### config.mk
export PLATFORM = sky130hd
export DESIGN_NAME = cipher_match_monitor
export DESIGN_NICKNAME = d
export VERILOG_FILES = /design/src/rtl/cipher_match_pkg.sv /design/src/rtl/cipher_match_monitor_pattern_match_bank.sv /design/src/rtl/cipher_match_monitor.sv
export SDC_FILE = /design/constraint.sdc
export NUM_CORES = 2
export LEC_CHECK = 0
export BUFFER_PORTS_ARGS = -buffer_cell sky130_fd_sc_hd__buf_4
export CORE_ASPECT_RATIO = 1.2
export CORE_UTILIZATION = 40
export DETAILED_ROUTE_END_ITERATION = 12
export PLACE_DENSITY = 0.58
export SLEW_MARGIN = 20
export SYNTH_ARGS = -nofsm -noshare
export SYNTH_HDL_FRONTEND = slang
export SYNTH_SLANG_ARGS = --single-unit
export TNS_END_PERCENT = 5
### constraint.sdc
create_clock -name clk -period 40.5 [get_ports clk]
set_clock_uncertainty 0.2 [all_clocks]
set_input_delay 6.075 -clock clk [delete_from_list [all_inputs] [get_ports clk]]
set_output_delay 6.075 -clock clk [all_outputs]
set_load 0.01 [all_outputs]
### src/rtl/cipher_match_pkg.sv
`default_nettype none
// ============================================================================
// Package     : cipher_match_pkg
// Description : Shared constants and helpers for the cipher output-stage
//               match monitor: FSM state encoding, default widths and a
//               lowest-set-bit priority encoder.
// Revision    : 1.0 - initial release
// ============================================================================
package cipher_match_pkg;

    // FSM state encoding (explicit 2-bit width)
    localparam logic [1:0] ST_IDLE  = 2'd0;
    localparam logic [1:0] ST_ARMED = 2'd1;
    localparam logic [1:0] ST_TRIG  = 2'd2;

    // Default widths
    localparam int DATA_W_DEF = 128;
    localparam int CNT_W_DEF  = 8;

    // Width of the priority encoder input; callers zero-extend their
    // vectors to this width, so NUM_PAT must not exceed it.
    localparam int LS_MAX_W = 64;

    // Index of the lowest set bit; 0 when no bit is set.
    function automatic int lowest_set_idx(input logic [LS_MAX_W-1:0] vec);
        lowest_set_idx = 0;
        for (int i = LS_MAX_W - 1; i >= 0; i--) begin
            if (vec[i]) begin
                lowest_set_idx = i;
            end
        end
    endfunction

endpackage : cipher_match_pkg
`default_nettype wire

### src/rtl/cipher_match_monitor_pattern_match_bank.sv
`default_nettype none
// ============================================================================
// Module      : pattern_match_bank
// Description : NUM_PAT programmable pattern/mask slots plus the
//               combinational per-slot masked compare against the incoming
//               cipher word.
// Ports       : clk, rst          - clock, asynchronous active-high reset
//               pat_we/pat_idx    - slot write strobe and slot index
//               pat_data/pat_mask - value and per-bit compare enable
//               pat_en            - per-slot enable (live level)
//               in_valid/in_data  - cipher output word under test
//               match_vec         - per-slot match result
// Revision    : 1.0 - initial release
// ============================================================================
module pattern_match_bank
    import cipher_match_pkg::*;
#(
    parameter int DATA_W  = DATA_W_DEF,
    parameter int NUM_PAT = 4,
    parameter int IDX_W   = (NUM_PAT > 1) ? $clog2(NUM_PAT) : 1
)(
    input  logic               clk,
    input  logic               rst,
    input  logic               pat_we,
    input  logic [IDX_W-1:0]   pat_idx,
    input  logic [DATA_W-1:0]  pat_data,
    input  logic [DATA_W-1:0]  pat_mask,
    input  logic [NUM_PAT-1:0] pat_en,
    input  logic               in_valid,
    input  logic [DATA_W-1:0]  in_data,
    output logic [NUM_PAT-1:0] match_vec
);

    generate
        for (genvar i = 0; i < NUM_PAT; i++) begin : g_slot
            logic [DATA_W-1:0] r_pat;
            logic [DATA_W-1:0] r_mask;

            // Indices at or above NUM_PAT never equal any slot number, so
            // such writes fall through untouched.
            always_ff @(posedge clk or posedge rst) begin
                if (rst) begin
                    r_pat  <= '0;
                    r_mask <= '0;
                end else if (pat_we && (pat_idx == IDX_W'(i))) begin
                    r_pat  <= pat_data;
                    r_mask <= pat_mask;
                end
            end

            // Compare uses the registered pattern, so a same-cycle write
            // only affects the following word. An all-zero mask matches
            // every valid word.
            assign match_vec[i] = pat_en[i] & in_valid &
                                  ~(|((in_data ^ r_pat) & r_mask));
        end
    endgenerate

endmodule : pattern_match_bank
`default_nettype wire

### src/rtl/cipher_match_monitor.sv
`default_nettype none
// ============================================================================
// Module      : cipher_match_monitor
// Description : Output-stage monitor for a pipelined block cipher. Registers
//               the cipher output stream, counts words hitting any of
//               NUM_PAT masked patterns, and on reaching a programmable
//               threshold raises a sticky trigger and freezes the output at
//               the last pre-trigger word.
// Ports       : clk, rst            - clock, asynchronous active-high reset
//               arm, clear          - monitoring enable level, clear pulse
//               thresh              - hit count that fires (0 acts as 1)
//               pat_we/idx/data/mask/en - pattern slot programming
//               in_valid, in_data   - cipher output stream
//               out_valid, out_data - registered stream (frozen on trigger)
//               trig, trig_idx      - sticky trigger and lowest hit slot
//               hit_count           - saturating qualifying hit count
// Config      : CIPHER_MATCH_SEQ_EN - when defined, hits count only in slot
//               order (sequence mode, internal seq_ptr); otherwise any
//               matching slot counts.
// Revision    : 1.0 - initial release
// ============================================================================
module cipher_match_monitor
    import cipher_match_pkg::*;
#(
    parameter int DATA_W  = DATA_W_DEF,
    parameter int NUM_PAT = 4,
    parameter int IDX_W   = (NUM_PAT > 1) ? $clog2(NUM_PAT) : 1,
    parameter int CNT_W   = CNT_W_DEF
)(
    input  logic               clk,
    input  logic               rst,
    input  logic               arm,
    input  logic               clear,
    input  logic [CNT_W-1:0]   thresh,
    input  logic               pat_we,
    input  logic [IDX_W-1:0]   pat_idx,
    input  logic [DATA_W-1:0]  pat_data,
    input  logic [DATA_W-1:0]  pat_mask,
    input  logic [NUM_PAT-1:0] pat_en,
    input  logic               in_valid,
    input  logic [DATA_W-1:0]  in_data,
    output logic               out_valid,
    output logic [DATA_W-1:0]  out_data,
    output logic               trig,
    output logic [IDX_W-1:0]   trig_idx,
    output logic [CNT_W-1:0]   hit_count
);

    logic [1:0]          r_state;
    logic [CNT_W-1:0]    r_hit_count;
    logic                r_trig;
    logic [IDX_W-1:0]    r_trig_idx;
    logic                r_out_valid;
    logic [DATA_W-1:0]   r_out_data;

    logic [NUM_PAT-1:0]  w_match_vec;
    logic [LS_MAX_W-1:0] w_match_ext;
    logic                w_any;
    logic [IDX_W-1:0]    w_low_idx;
    logic                w_hit;
    logic [CNT_W-1:0]    w_thr_eff;
    logic [CNT_W:0]      w_cnt_inc;
    logic                w_fire;
    logic                w_fire_now;

    pattern_match_bank #(
        .DATA_W  (DATA_W),
        .NUM_PAT (NUM_PAT),
        .IDX_W   (IDX_W)
    ) u_bank (
        .clk       (clk),
        .rst       (rst),
        .pat_we    (pat_we),
        .pat_idx   (pat_idx),
        .pat_data  (pat_data),
        .pat_mask  (pat_mask),
        .pat_en    (pat_en),
        .in_valid  (in_valid),
        .in_data   (in_data),
        .match_vec (w_match_vec)
    );

    always_comb begin
        w_match_ext                = '0;
        w_match_ext[NUM_PAT-1:0]   = w_match_vec;
    end

    assign w_any     = |w_match_vec;
    assign w_low_idx = IDX_W'(lowest_set_idx(w_match_ext));

`ifdef CIPHER_MATCH_SEQ_EN
    // Sequence mode: only a match on the slot seq_ptr points at counts.
    logic [IDX_W-1:0]    r_seq_ptr;
    logic [LS_MAX_W-1:0] w_en_ext;
    logic [LS_MAX_W-1:0] w_en_above;
    logic [IDX_W-1:0]    w_first_en;
    logic [IDX_W-1:0]    w_next_en;

    always_comb begin
        w_en_ext              = '0;
        w_en_ext[NUM_PAT-1:0] = pat_en;
        w_en_above            = w_en_ext;
        for (int i = 0; i < LS_MAX_W; i++) begin
            if (i <= int'(r_seq_ptr)) begin
                w_en_above[i] = 1'b0;
            end
        end
        w_first_en = IDX_W'(lowest_set_idx(w_en_ext));
        // Next enabled slot above the pointer, wrapping to the lowest one.
        w_next_en  = (|w_en_above) ? IDX_W'(lowest_set_idx(w_en_above))
                                   : w_first_en;
    end

    assign w_hit = w_match_ext[r_seq_ptr];

    always_ff @(posedge clk or posedge rst) begin
        if (rst) begin
            r_seq_ptr <= '0;
        end else if (clear) begin
            r_seq_ptr <= '0;
        end else if ((r_state == ST_ARMED) && arm) begin
            if (w_hit) begin
                r_seq_ptr <= w_next_en;
            end else if (in_valid && !w_any) begin
                r_seq_ptr <= w_first_en;
            end
        end
    end
`else
    assign w_hit = w_any;
`endif

    // Fire check is done one bit wider so a saturated counter still
    // compares correctly against the threshold.
    assign w_thr_eff  = (thresh == '0) ? CNT_W'(1) : thresh;
    assign w_cnt_inc  = {1'b0, r_hit_count} + (CNT_W + 1)'(1);
    assign w_fire     = (w_cnt_inc >= {1'b0, w_thr_eff});
    assign w_fire_now = (r_state == ST_ARMED) && arm && w_hit && w_fire && !clear;

    // Control FSM, hit counter and trigger flags. clear has priority over
    // any hit in the same cycle.
    always_ff @(posedge clk or posedge rst) begin
        if (rst) begin
            r_state     <= ST_IDLE;
            r_hit_count <= '0;
            r_trig      <= 1'b0;
            r_trig_idx  <= '0;
        end else if (clear) begin
            r_state     <= arm ? ST_ARMED : ST_IDLE;
            r_hit_count <= '0;
            r_trig      <= 1'b0;
            r_trig_idx  <= '0;
        end else begin
            case (r_state)
                ST_IDLE: begin
                    if (arm) begin
                        r_state <= ST_ARMED;
                    end
                end
                ST_ARMED: begin
                    if (!arm) begin
                        r_state <= ST_IDLE;
                    end else if (w_hit) begin
                        if (!(&r_hit_count)) begin
                            r_hit_count <= r_hit_count + CNT_W'(1);
                        end
                        if (w_fire) begin
                            r_state    <= ST_TRIG;
                            r_trig     <= 1'b1;
                            r_trig_idx <= w_low_idx;
                        end
                    end
                end
                ST_TRIG: begin
                    r_state <= ST_TRIG;
                end
                default: begin
                    r_state <= ST_IDLE;
                end
            endcase
        end
    end

    // Output register: pass-through except while triggered. The triggering
    // word is dropped, leaving the previous word on out_data.
    always_ff @(posedge clk or posedge rst) begin
        if (rst) begin
            r_out_valid <= 1'b0;
            r_out_data  <= '0;
        end else if (clear || ((r_state != ST_TRIG) && !w_fire_now)) begin
            r_out_valid <= in_valid;
            r_out_data  <= in_data;
        end else begin
            r_out_valid <= 1'b0;
        end
    end

    assign out_valid = r_out_valid;
    assign out_data  = r_out_data;
    assign trig      = r_trig;
    assign trig_idx  = r_trig_idx;
    assign hit_count = r_hit_count;

endmodule : cipher_match_monitor
`default_nettype wire
==> impl_metrics.env <==
export IMPL_outcome="complete, no violations"
export IMPL_syn_area_sq_um=54200
export IMPL_cts_root_buf="clkbuf_16"
export IMPL_arrival_ns=10.71
export IMPL_slew_headroom_pct=17.2
export IMPL_setup_viol_count_final=0
export IMPL_place_area_sq_um=59700
export IMPL_start_kind="input pin"
export IMPL_placementRows=147
export IMPL_period_share_pct=25.1
export IMPL_gp_congestion=1.08
export IMPL_finalHoldViolations=0
export IMPL_use_met3_pct=5.28
export IMPL_p_clk_share_pct=32.7
export IMPL_synth_top_area_share_pct=53.9
export IMPL_cp_max_fo=86
export IMPL_worst_slew_pin_slew_ns=1.23
export IMPL_drt_drc_violations_left=0
export IMPL_fin_area_sq_um=63800
export IMPL_p_int_w=0.00235
export IMPL_grt_met2_usage_pct=56.8
export IMPL_synth_async_reset_ratio_pct=100
export IMPL_cts_resized_gates=0
export IMPL_worst_setup_path_end_kind="async pin"
export IMPL_grt_busiest_layer="met2"
export IMPL_core_area_sq_um=134000
export IMPL_grt_overflow_total=0
export IMPL_drive_gt1_share_pct=40.5
export IMPL_synth_cell_type_count=51
export IMPL_rsz0062_at_grt="no"
export IMPL_synthFlopType="dfrtp_1"
export IMPL_syn_nets=4662
export IMPL_power_switching_w=0.00121
export IMPL_start_util_pct=40.4
export IMPL_dr_pass1_iters=7
export IMPL_p_per_area_nw_per_um2=55.8
export IMPL_vias_per_cell=5.68
export IMPL_synth_seq_cells=1166
export IMPL_leakage_nw=28.8
export IMPL_dieArea_sq_um=137000
export IMPL_grt_pass1_vias=37500
export IMPL_slew_violations=0
export IMPL_synth_edff_count=0
export IMPL_groute_usage_overall_pct=35.3
export IMPL_drtIter0Drc=3041
export IMPL_peakVddDrop_mv=0.0369
export IMPL_synthCells=4249
export IMPL_synth_area_leaders="dfrtp_1, mux2_2, xor2_1, o32ai_2, nand2_1"
export IMPL_hp_class="flop to flop"
export IMPL_yosysSeqAreaShare_pct=53.9
export IMPL_yosysTopAreaCell="dfrtp_1"
export IMPL_via_count=37200
export IMPL_io_pins=544
export IMPL_die_w_um=338
export IMPL_fin_nets=5076
export IMPL_synth_warnings=0
export IMPL_cts_setup_buffers=0
export IMPL_clk_pin_slew_ns=0.06
export IMPL_grt_start_max_net_pins=131
export IMPL_pwr_share_seq_pct=42.8
export IMPL_antenna_found_initial=16
export IMPL_setup_tns_ns=0
export IMPL_grt_pass1_wl_um=324000
export IMPL_cts_tree="done"
export IMPL_cp_required_ns=41.04
export IMPL_antenna_left=0
export IMPL_h_tree_depth=3
export IMPL_max_cap_viol_count=0
export IMPL_wl_um=241000
export IMPL_io_buffers=543
export IMPL_period_minus_slack_ns=10.17
export IMPL_clk_latency_ns=0.77
export IMPL_dieHeight_um=405
export IMPL_routedWlPerCell_um=36.9
export IMPL_criticalPathCategory="input pin to async pin"
export IMPL_use_met1_pct=46.5
export IMPL_avgSynthCellArea_sq_um=12.8
export IMPL_cts_inserted_buffers=120
export IMPL_max_freq_ghz=0.0983
export IMPL_clock_sinks=1166
export IMPL_synthMostInstantiatedCell="dfrtp_1"
export IMPL_post_dp_hpwl_um=196000
export IMPL_combPwrFrac_pct=24.4
export IMPL_postCtsHoldBufs=0
export IMPL_max_clock_path_buffers=3
export IMPL_syn_to_final_growth_pct=17.8
export IMPL_switching_share_pct=34.0
export IMPL_synth_top_cells_by_count="dfrtp_1, mux2_2, xor2_1, nand2_1, clkbuf_1"
-- worst paths after layout --
path | start | end | slack [ns] | cells past startpoint
setup / recovery | rst | u_bank.g_slot[1].r_pat[17] | 30.33 | 7
hold / removal | u_bank.g_slot[3].r_mask[122] | u_bank.g_slot[3].r_mask[122] | 0.30 | 1
setup reg to reg | u_bank.g_slot[0].r_pat[57] | out_data[69] | 35.46 | 12
hold reg to reg | u_bank.g_slot[3].r_mask[122] | u_bank.g_slot[3].r_mask[122] | 0.30 | 1
max in group clk | in_data[57] | out_data[69] | 30.35 | 13
min in group asynchronous | rst | out_data[65] | 5.20 | 2
-- cell usage in the layout, fill, tap and decap left out, types with 5 or more instances in the layout --
cell type / n
clkbuf_16: 123
nor3_1: 8
clkinvlp_4: 5
nand2b_1: 8
a21oi_1: 9
clkbuf_8: 33
nor2_1: 14
o32ai_1: 28
nor4_1: 49
and3_1: 14
nand3_1: 90
buf_4: 585
clkinv_2: 25
inv_1: 137
xor2_1: 517
mux2_2: 1024
dfrtp_1: 1166
a21o_1: 5
o32ai_2: 100
ha_1: 9
a22oi_1: 180
clkbuf_1: 20
bufinv_16: 10
nand2_1: 417
nand4_1: 119
-- power groups by stage --
stage / combinational (W) / clock [W] / sequential [W]
final: 0.000870 / 0.00117 / 0.00152
after global routing: 0.000886 / 0.00122 / 0.00154
after CTS: 0.000853 / 0.00118 / 0.00152
after detailed placement: 0.000849 / 0 / 0.00154
after global placement: 0.000844 / 0 / 0.00153
after floorplan: 0.000431 / 0 / 0.00149
-- metrics by stage --
stage	total power (W)	std cells	hold WS [ns]	setup WS (ns)	util, %
CTS	0.00356	6551	0.306	30.00	47.6
global route	0.00365	6551	0.312	29.70	47.6
detailed placement	0.00239	6329	0.293	29.18	44.5
finish	0.00356	6553	0.303	30.33	47.6
floorplan	0.00192	4249	0.279	1.38	-
global placement	0.00237	6326	0.286	28.81	44.5
-- critical path, stage by stage --
cell and delay, ns:
buf_4 0.13, inv_8 0.40, buf_4 0.82, buf_4 0.72, buf_4 0.67, buf_6 0.67, buf_4 0.86
-- routing by layer --
| metal | vias to the layer above | part of all wire [%] |
|---|---|---|
| met5 | - | 0.031 |
| met4 | 10 | 5.4 |
| met3 | 303 | 5.0 |
| met2 | 1178 | 47 |
| met1 | 20000 | 42 |
| li1 | 15800 | - |
-- flip-flops by register name (all words and copies together) (netlist names) --
| signal | cells |
|---|---|
| out_data | 128 |
| trig_idx | 2 |
| u_bank.g_slot.r_mask | 512 |
| hit_count | 8 |
| out_valid | 1 |
| trig | 1 |
| u_bank.g_slot.r_pat | 512 |
| r_state | 2 |
-- layout make-up --
| type | count | area, sq um |
|---|---|---|
| Sequential cell | 1166 | 29200 |
| Fill cell | 12200 | 70300 |
| Inverter | 138 | 526 |
| Timing Repair Buffer | 591 | 4480 |
| Antenna cell | 2 | 5.00 |
| Tap cell | 1788 | 2240 |
| Multi-Input combinational cell | 2646 | 23300 |
| Clock inverter | 47 | 524 |
| Clock buffer | 175 | 3590 |
-- kinds of logic (layout without fill, tap and decap cells) --
group | after synthesis | count (layout) | share of synthesized area, %
AOI/OAI and AO/OA | 355 | 355 | 6.61
xor gates and xnor gates | 520 | 520 | 8.41
adders and majority gates | 9 | 9 | 0.208
buffers and inverters | 437 | 951 | 3.27
DFF | 1166 | 1166 | 53.9
muxes | 1027 | 1027 | 21.3
other | 0 | 2 | 0
and+or+nand+nor | 735 | 735 | 6.31
(Power assumes the default switching activity.)
